==> src/rtl/comp_acc_pkg.sv <==
// Shared types and elaboration helpers for the comparator result accumulator.
package comp_acc_pkg;

  typedef enum logic [1:0] {
    ST_IDLE,
    ST_SETTLE,
    ST_ACCUM,
    ST_DONE
  } state_t;

  typedef enum logic [1:0] {
    CLS_ZERO,
    CLS_ONE,
    CLS_INVALID
  } cls_t;

  // True when a window of win samples is non-empty and fits in a cnt_w-bit count.
  function automatic bit win_fits(input int cnt_w, input int win);
    longint lim;
    lim = (longint'(1) << cnt_w) - 1;
    return (win >= 1) && (longint'(win) <= lim);
  endfunction

endpackage

==> src/rtl/comp_sample_classifier.sv <==
// Registers the comparator output pair and decodes it as ONE, ZERO or INVALID.
module comp_sample_classifier
  import comp_acc_pkg::*;
(
  input  logic clk_comp,
  input  logic voutp,
  input  logic voutm,
  output cls_t cls,
  output logic valid
);

  logic sp;
  logic sm;

  // No reset: the pair is re-captured every cycle and only looked at while busy.
  always_ff @(posedge clk_comp) begin
    sp <= voutp;
    sm <= voutm;
  end

  always_comb begin
    cls = CLS_INVALID;
    if (sp && !sm)
      cls = CLS_ONE;
    else if (!sp && sm)
      cls = CLS_ZERO;
  end

  assign valid = sp ^ sm;

endmodule

==> src/rtl/comp_result_accumulator.sv <==
// Comparator decision accumulator: settle, count a window of classified samples, report majority.
// Optional COMP_ACC_RUNLEN_EN adds MAXRUN, the longest run of identical valid decisions.
//
//   state     | meaning
//   ----------+-----------------------------------------------------------
//   ST_IDLE   | waiting for START, counts cleared
//   ST_SETTLE | discarding SETTLE registered samples
//   ST_ACCUM  | counting WIN registered samples into ONES/ZEROS/INVALID
//   ST_DONE   | counts and RESULT frozen, DONE high until START or RST
module comp_result_accumulator
  import comp_acc_pkg::*;
#(
  parameter int CNT_W  = 8,
  parameter int WIN    = 200,
  parameter int SETTLE = 4
) (
  input  logic             CLK_COMP,
  input  logic             RST,
  input  logic             START,
  input  logic             VOUTP,
  input  logic             VOUTM,
  output logic             BUSY,
  output logic             DONE,
  output logic [CNT_W-1:0] ONES,
  output logic [CNT_W-1:0] ZEROS,
  output logic [CNT_W-1:0] INVALID,
  output logic             RESULT
`ifdef COMP_ACC_RUNLEN_EN
  ,
  output logic [CNT_W-1:0] MAXRUN
`endif
);

  localparam int SET_W = (SETTLE > 0) ? $clog2(SETTLE + 1) : 1;

  if (!win_fits(CNT_W, WIN)) begin : g_win_chk
    $error("comp_result_accumulator: WIN must be in 1..2^CNT_W-1");
  end

  state_t             state;
  cls_t               cls;
  logic               valid;
  logic               start_ok;
  logic               inc_one;
  logic               inc_zero;
  logic               inc_inv;
  logic [CNT_W-1:0]   ones_q;
  logic [CNT_W-1:0]   zeros_q;
  logic [CNT_W-1:0]   inv_q;
  logic [CNT_W-1:0]   ones_nxt;
  logic [CNT_W-1:0]   zeros_nxt;
  logic [CNT_W-1:0]   wnd_left;
  logic [SET_W-1:0]   settle_left;
  logic               busy_q;
  logic               done_q;
  logic               result_q;

  comp_sample_classifier u_cls (
    .clk_comp (CLK_COMP),
    .voutp    (VOUTP),
    .voutm    (VOUTM),
    .cls      (cls),
    .valid    (valid)
  );

  // START is honoured only when no measurement is in flight.
  assign start_ok  = START && ((state == ST_IDLE) || (state == ST_DONE));
  assign inc_one   = valid && (cls == CLS_ONE);
  assign inc_zero  = valid && (cls == CLS_ZERO);
  assign inc_inv   = !valid;
  assign ones_nxt  = ones_q + CNT_W'(inc_one);
  assign zeros_nxt = zeros_q + CNT_W'(inc_zero);

  always_ff @(posedge CLK_COMP) begin
    if (RST) begin
      state       <= ST_IDLE;
      busy_q      <= 1'b0;
      done_q      <= 1'b0;
      result_q    <= 1'b0;
      ones_q      <= '0;
      zeros_q     <= '0;
      inv_q       <= '0;
      wnd_left    <= '0;
      settle_left <= '0;
    end else begin
      case (state)
        ST_IDLE, ST_DONE: begin
          if (start_ok) begin
            busy_q      <= 1'b1;
            done_q      <= 1'b0;
            result_q    <= 1'b0;
            ones_q      <= '0;
            zeros_q     <= '0;
            inv_q       <= '0;
            wnd_left    <= CNT_W'(WIN);
            settle_left <= SET_W'(SETTLE);
            state       <= (SETTLE == 0) ? ST_ACCUM : ST_SETTLE;
          end
        end
        ST_SETTLE: begin
          settle_left <= settle_left - SET_W'(1);
          if (settle_left == SET_W'(1))
            state <= ST_ACCUM;
        end
        ST_ACCUM: begin
          ones_q   <= ones_nxt;
          zeros_q  <= zeros_nxt;
          inv_q    <= inv_q + CNT_W'(inc_inv);
          wnd_left <= wnd_left - CNT_W'(1);
          if (wnd_left == CNT_W'(1)) begin
            state    <= ST_DONE;
            busy_q   <= 1'b0;
            done_q   <= 1'b1;
            result_q <= (ones_nxt > zeros_nxt);
          end
        end
        default: begin
          state  <= ST_IDLE;
          busy_q <= 1'b0;
          done_q <= 1'b0;
        end
      endcase
    end
  end

  assign BUSY    = busy_q;
  assign DONE    = done_q;
  assign ONES    = ones_q;
  assign ZEROS   = zeros_q;
  assign INVALID = inv_q;
  assign RESULT  = result_q;

`ifdef COMP_ACC_RUNLEN_EN
  logic [CNT_W-1:0] run_cur;
  logic [CNT_W-1:0] run_max;
  logic [CNT_W-1:0] run_nxt;
  cls_t             run_cls;

  // An INVALID sample breaks the run; a class change restarts it at one.
  always_comb begin
    run_nxt = '0;
    if (valid)
      run_nxt = ((run_cur != '0) && (cls == run_cls)) ? run_cur + CNT_W'(1) : CNT_W'(1);
  end

  always_ff @(posedge CLK_COMP) begin
    if (RST || start_ok) begin
      run_cur <= '0;
      run_max <= '0;
      run_cls <= CLS_ZERO;
    end else if (state == ST_ACCUM) begin
      run_cur <= run_nxt;
      run_cls <= cls;
      if (run_nxt > run_max)
        run_max <= run_nxt;
    end
  end

  assign MAXRUN = run_max;
`endif

endmodule
==> config.mk <==
export PLATFORM = sky130hd
export DESIGN_NAME = comp_result_accumulator
export DESIGN_NICKNAME = d
export VERILOG_FILES = /design/src/rtl/comp_acc_pkg.sv /design/src/rtl/comp_sample_classifier.sv /design/src/rtl/comp_result_accumulator.sv
export SDC_FILE = /design/constraint.sdc
export NUM_CORES = 1
export LEC_CHECK = 0
export CAP_MARGIN = 20
export CORE_MARGIN = 5
export CORE_UTILIZATION = 45
export CTS_BUF_LIST = sky130_fd_sc_hd__clkbuf_8
export DETAILED_ROUTE_END_ITERATION = 8
export PLACE_DENSITY = 0.67
export SKIP_LAST_GASP = 1
export SLEW_MARGIN = 0
export SYNTH_ARGS = -nofsm -noshare
export SYNTH_HDL_FRONTEND = slang
export SYNTH_SLANG_ARGS = --single-unit
==> constraint.sdc <==
create_clock -name CLK_COMP -period 5.9 [get_ports CLK_COMP]
set_input_delay 0.885 -clock CLK_COMP [delete_from_list [all_inputs] [get_ports CLK_COMP]]
set_output_delay 0.885 -clock CLK_COMP [all_outputs]
set_load 0.1 [all_outputs]
==> results of run 1 <==
[power by group through the flow]
stage               combinational [mW]  clock, mW  sequential (mW)
detailed placement               0.353          0            0.370
CTS                              0.356      0.240            0.363
global placement                 0.352          0            0.368
global route                     0.397      0.252            0.368
floorplan                        0.252          0            0.398
finish                           0.352      0.232            0.363
[area by class of cell]
type	instances	area (µm²)	area share, %
Multi-Input combinational cell	200	1350	48.4
Sequential cell	42	841	30.2
Timing Repair Buffer	33	325	11.7
Tap cell	70	87.6	3.15
Clock buffer	5	68.8	2.47
Inverter	18	67.6	2.43
Clock inverter	3	45.0	1.62
[layout by cell type (no fill, tap or decap), drive strengths merged, types with 8 or more instances in the layout]
master,n
clkdlybuf4s50,31
nand2,23
nand3,16
o21ai,11
nor3,10
a22oi,8
dfxtp,42
xnor2,8
xor2,12
nor2,30
inv,18
ha,24
a21oi,16
[sequential cells by signal (all words and copies together) (netlist names)]
signal / count
state: 2
INVALID: 8
settle_left: 3
BUSY: 1
ZEROS: 8
u_cls.sm: 1
DONE: 1
wnd_left: 8
RESULT: 1
u_cls.sp: 1
ONES: 8
[layer usage]
layer | track usage (%) | wire length (µm) | vias up
met4 | 3.55 | 25 | 0
met3 | 4.17 | 252 | 2
met1 | 20.9 | 2400 | 851
li1 | - | - | 1002
met5 | 0 | 0 | -
met2 | 25.6 | 2160 | 48
[metrics by stage]
stage | area [µm²] | hold WS (ns) | utilization [%]
after floorplan | 2290 | 0.454 | -
after global placement | 2670 | 0.467 | 53.0
after detailed placement | 2670 | 0.469 | 53.0
after CTS | 2780 | 0.483 | 55.2
after global routing | 2780 | 0.500 | 55.2
final | 2780 | 0.475 | 55.2
[cells in the mapped netlist (2+ instances only)]
cell,count
nand4b_1,2
o21a_1,4
xor2_1,12
a21oi_1,16
nor3_1,10
a2bb2oi_1,3
o21ai_0,11
dfxtp_1,42
inv_1,18
buf_2,3
nor2_1,30
a22oi_1,8
nand2_1,23
xnor2_1,8
nand3_1,16
and3_1,3
nand4_1,6
or3_1,2
a211oi_1,2
ha_1,24
or2_2,2
clkbuf_1,7
[final timing paths]
kind,slack [ns],start,to,cells after the start
setup / recovery,3.03,ONES[3],ONES[3],1
hold reg to reg,0.47,DONE,DONE,2
setup reg to reg,3.36,u_cls.sm,RESULT,12
hold / removal,0.47,DONE,DONE,2
[logic make-up after synthesis]
family	after synthesis	share of synthesized area (%)
AND/OR/NAND/NOR	102	22.1
AO/OA/AOI/OAI	52	14.9
flip-flops	42	36.6
buffers and inverters	28	4.74
adder cells (fa/ha/maj)	24	13.1
XOR/XNOR	20	7.63
multiplexers	2	0.927
==> flow_summary.toml, run 1 <==
[clocking]
tritoncts.num_buffers = 5
cts_tree = "built"
cts_num_sinks = 42
cts_post_setup_buffers_inserted = 0
clk_pin_slew_worst_paths_ns = 0.09
clock_tree.buffer_depth = 2
clock_tree.root_cell = "clkbuf_8"
cts_hold_buffers = 0
h_tree_levels = 2
worstSkewPairLatency_ns = 0.29
cts.repair.resized = 0

[sta]
final.setup.tns_ns = 0
drv_slew = 0
timing.final.setup_violations = 0
worst_pin_slew_ns = 0.989
rsz0062_at_grt = "false"
post-route-period-util_pct = 48.6
fin_worst_skew_ns = 0.00846
final_critical_path_setup_slack_ns = 3.03
relSlewSlack_pct = 33.8
hold_viol = 0
post-route-min-period_ns = 2.87
fmaxAchievable_mhz = 349

[floorplan]
chipHeight_um = 81.4
row_count = 26
die_w_um = 81.4
num_io_pins = 32
design.die.area_um2 = 6630
initial_utilization_pct = 45.5
core-area_um2 = 5040

[power]
internal-power_mw = 0.585
sw_frac_of_total_pct = 38.3
post-layout-total-power_mw = 0.948
power.density_nw_per_um2 = 340
clock_power_share_pct = 24.5
p_seq_share_pct = 38.3
total_leakage_power_nw = 1.06
pwr-share-comb_pct = 37.2
vdd.ir_drop.worst_mv = 0.155
power.switching_mw = 0.363

[worst_setup_path]
crit_required_ns = 5.02
timing.critical_path.buf_inv = 1
crit_path_max_incr_delay_ns = 1.20
worstSetupPathType = "reg -> out"
worst-endpoint-arrival_ns = 1.98
worstSetupStartpointType = "register"
endpoint_kind = "output port"
critical_path.cell_chain = "clkdlybuf4s50_1"
worstPathMaxFanout = 7
critPathTopFamily = "buffers and inverters"
crit_slowest_cell = "clkdlybuf4s50_1"

[layout]
final.fill_count = 465
syn2layout_area_growth_pct = 21.3
layout-drive-gt1-share_pct = 6.31
layout.cells.non_filler = 371
fin_nets = 329
insertedDiodeCount = 0

[logic_synthesis]
synth_cells = 270
proportion_of_synthesized_chip_area_in_sequential_cells_pct = 36.6
post_synth_num_cell_types = 40
synth_flop_cell = "dfxtp_1"
synth.cell_area_um2 = 2290
synth.yosys.warnings = 0
ys_seq_elements = 42
post-synth-top-area-fraction_pct = 36.6
top_post_synthesis_cells_by_area = "dfxtp_1 37%, ha_1 13%, nor2_1 4.9%, xor2_1 4.6%, nand2_1 3.8%"
synthArstFlopShare_pct = 0
synth_enable_flop_cells = 0
syn_area_per_cell_um2 = 8.50
postSynthNetCount = 299
synth_area_leader_cell = "dfxtp_1"

[detailed_routing]
avgRoutedWirePerCell_um = 13.0
vias_per_cell = 5.13
drt_iter0_markers = 123
route.detailed.drc = 0
vias = 1903
drt_wl_total_mm = 4.84
firstDrtPassIters = 4
ant_nets = 0

[global_routing]
antenna_found_initial = 0
globalRouteTotalUtil_pct = 15.8
first_global_vias = 1830
grt_max_degree = 31
first_pass_grt_wire_length_mm = 8.27
grt_overflow_total = 0

[place]
post-place-ws_ns = 2.75
replace_congestion = 0.768
placed_cells = 363
total_half_perimeter_wirelength_after_legalization_and_detailed_placement_mm = 3.50
place.port_buffers = 31

[run_status]
outcome = "finished, final reports clean"

[flow_run]
cap_violations = 0

[min_path]
holdCritPathClass = "reg -> reg"
(Power assumes the default switching activity.)
==> run 2, diff against run 1 <==
==> constraint.sdc (replaced) <==
create_clock -name CLK_COMP -period 2.7 [get_ports CLK_COMP]
set_input_delay 0.405 -clock CLK_COMP [delete_from_list [all_inputs] [get_ports CLK_COMP]]
set_output_delay 0.405 -clock CLK_COMP [all_outputs]
set_load 0.1 [all_outputs]
==> run 2 against run 1 <==
Compared with the run above: first-iteration DRC count is 31% lower; non-clock buffer count rose by 4; critical path type is now reg -> reg; largest cell class unchanged; routed wire length increased by 1.6%; final area decreased by 1.2%.
==> flow_summary.toml, run 2 (same netlist as run 1, synthesis figures left out) <==
[run_status]
outcome = "finished, final reports clean"

[layout]
fin_nets = 333
multi_input_area_um2 = 1350
regArea_um2 = 847
layout_common_cells = "37 x dfxtp_1, 33 x buf_4, 30 x nor2_1"
final.fill_count = 510
syn2layout_area_growth_pct = 19.9
layout_commonest_cell = "dfxtp_1"
insertedDiodeCount = 0
layout-drive-gt1-share_pct = 17.8
finalInstanceArea_um2 = 2750

[clocking]
tritoncts.num_buffers = 5
clk_pin_slew_worst_paths_ns = 0.08
cts_post_setup_buffers_inserted = 0
clock_tree.buffer_depth = 2
cts_num_sinks = 42
cts.repair.resized = 0
cts_tree = "built"
cts_hold_buffers = 0
worstSkewPairLatency_ns = 0.30
clock_tree.root_cell = "clkbuf_8"
h_tree_levels = 2

[global_routing]
grt_use_met2_pct = 27.9
globalRouteTotalUtil_pct = 16.8
groute.layer.met3.usage_pct = 4.39
first_global_vias = 1881
grt_overflow_total = 0
global_route.peak_usage_layer = "met2"
antenna_found_initial = 0
global_route.usage.met1_pct = 21.3
grt_max_degree = 30
first_pass_grt_wire_length_mm = 8.65

[sta]
post-route-min-period_ns = 2.54
timing.final.setup_violations = 0
fin_worst_skew_ns = 0.00631
post-route-period-util_pct = 94.0
hold_viol = 0
relSlewSlack_pct = 74.1
final.setup.tns_ns = 0
drv_slew = 0
rsz0062_at_grt = "false"
fmaxAchievable_mhz = 394
worst_pin_slew_ns = 0.385

[floorplan]
num_io_pins = 32
row_count = 26
core-area_um2 = 5040
chipHeight_um = 81.4
design.die.area_um2 = 6630
initial_utilization_pct = 45.5
die_w_um = 81.4

[power]
pwr-share-comb_pct = 37.8
total_leakage_power_nw = 1.14
power.density_nw_per_um2 = 763
internal-power_mw = 1.31
clock_power_share_pct = 24.5
p_seq_share_pct = 37.7
vdd.ir_drop.worst_mv = 0.445
sw_frac_of_total_pct = 37.4
power.switching_mw = 0.786

[detailed_routing]
route.detailed.drc = 0
drt_wl_total_mm = 4.92
drt_iter0_markers = 85
avgRoutedWirePerCell_um = 13.1
vias = 1956
ant_nets = 0
vias_per_cell = 5.23
firstDrtPassIters = 4

[place]
total_half_perimeter_wirelength_after_legalization_and_detailed_placement_mm = 3.71
replace_congestion = 0.800
placed_cell_area_um2 = 2640
place.port_buffers = 31

[min_path]
holdCritPathClass = "reg -> reg"

[worst_setup_path]
worst-endpoint-arrival_ns = 2.74
worstSetupStartpointType = "register"
worstSetupPathType = "reg -> reg"
endpoint_kind = "register"
worstPathMaxFanout = 3
crit_required_ns = 2.90

[flow_run]
cap_violations = 0
## run 2: cell types whose count changed in the layout (fill, tap and decap cells not counted), sizes merged
cell           change
buf               +31
clkdlybuf4s50     -27
clkinvlp           -2
clkbuf             +1
## run 2: cell type report
cell class / count / area share [%]
clock buffers: 6 / 3.00
clock inverters: 1 / 1.09
inverters: 18 / 2.46
multi-input cells: 200 / 49.0
flip-flops and latches: 42 / 30.8
well taps: 70 / 3.18
repair buffers: 37 / 10.5
## run 2: metrics by stage
step           worst slack (ns)  instances  util, %  power (mW)  hold WS, ns
5_1_grt                  0.0535        374     54.6        2.26        0.511
3_3_place_gp              0.314        367     52.3        1.59        0.460
2_1_floorplan           0.00907        270        -        1.42        0.433
3_5_place_dp              0.199        367     52.3        1.61        0.471
6_report                  0.161        374     54.6        2.10        0.477
4_1_cts                   0.170        374     54.6        2.13        0.482
## run 2: routing by layer
metal | vias up | wire length [µm] | share of wire (%)
met5 | - | 0 | 0
met4 | 0 | 63 | 1.3
li1 | 1009 | - | -
met2 | 37 | 2290 | 46
met3 | 6 | 265 | 5.4
met1 | 904 | 2300 | 47
## run 2: final timing paths
| check | startpoint | to | slack [ns] | cells after the start |
|---|---|---|---|---|
| max | u_cls.sm | RESULT | 0.16 | 12 |
| min | DONE | DONE | 0.48 | 2 |
| max reg2reg | u_cls.sm | RESULT | 0.16 | 12 |
| min reg2reg | DONE | DONE | 0.48 | 2 |
## run 2: worst max-delay path, cell delays in order (launching register included)
cell,delay (ns)
dfxtp_1,0.32
inv_1,0.05
ha_1,0.16
ha_1,0.15
ha_1,0.20
nand2_1,0.09
o21a_1,0.19
or2_2,0.29
ha_1,0.32
nand4_1,0.12
a31oi_1,0.19
a211oi_1,0.08
o41ai_1,0.29
## run 2: power by group through the flow
stage	clock (mW)	sequential (mW)	combinational (mW)
detailed placement	0	0.808	0.799
CTS	0.533	0.793	0.802
finish	0.514	0.792	0.794
global placement	0	0.806	0.786
floorplan	0	0.870	0.551
global route	0.559	0.808	0.895
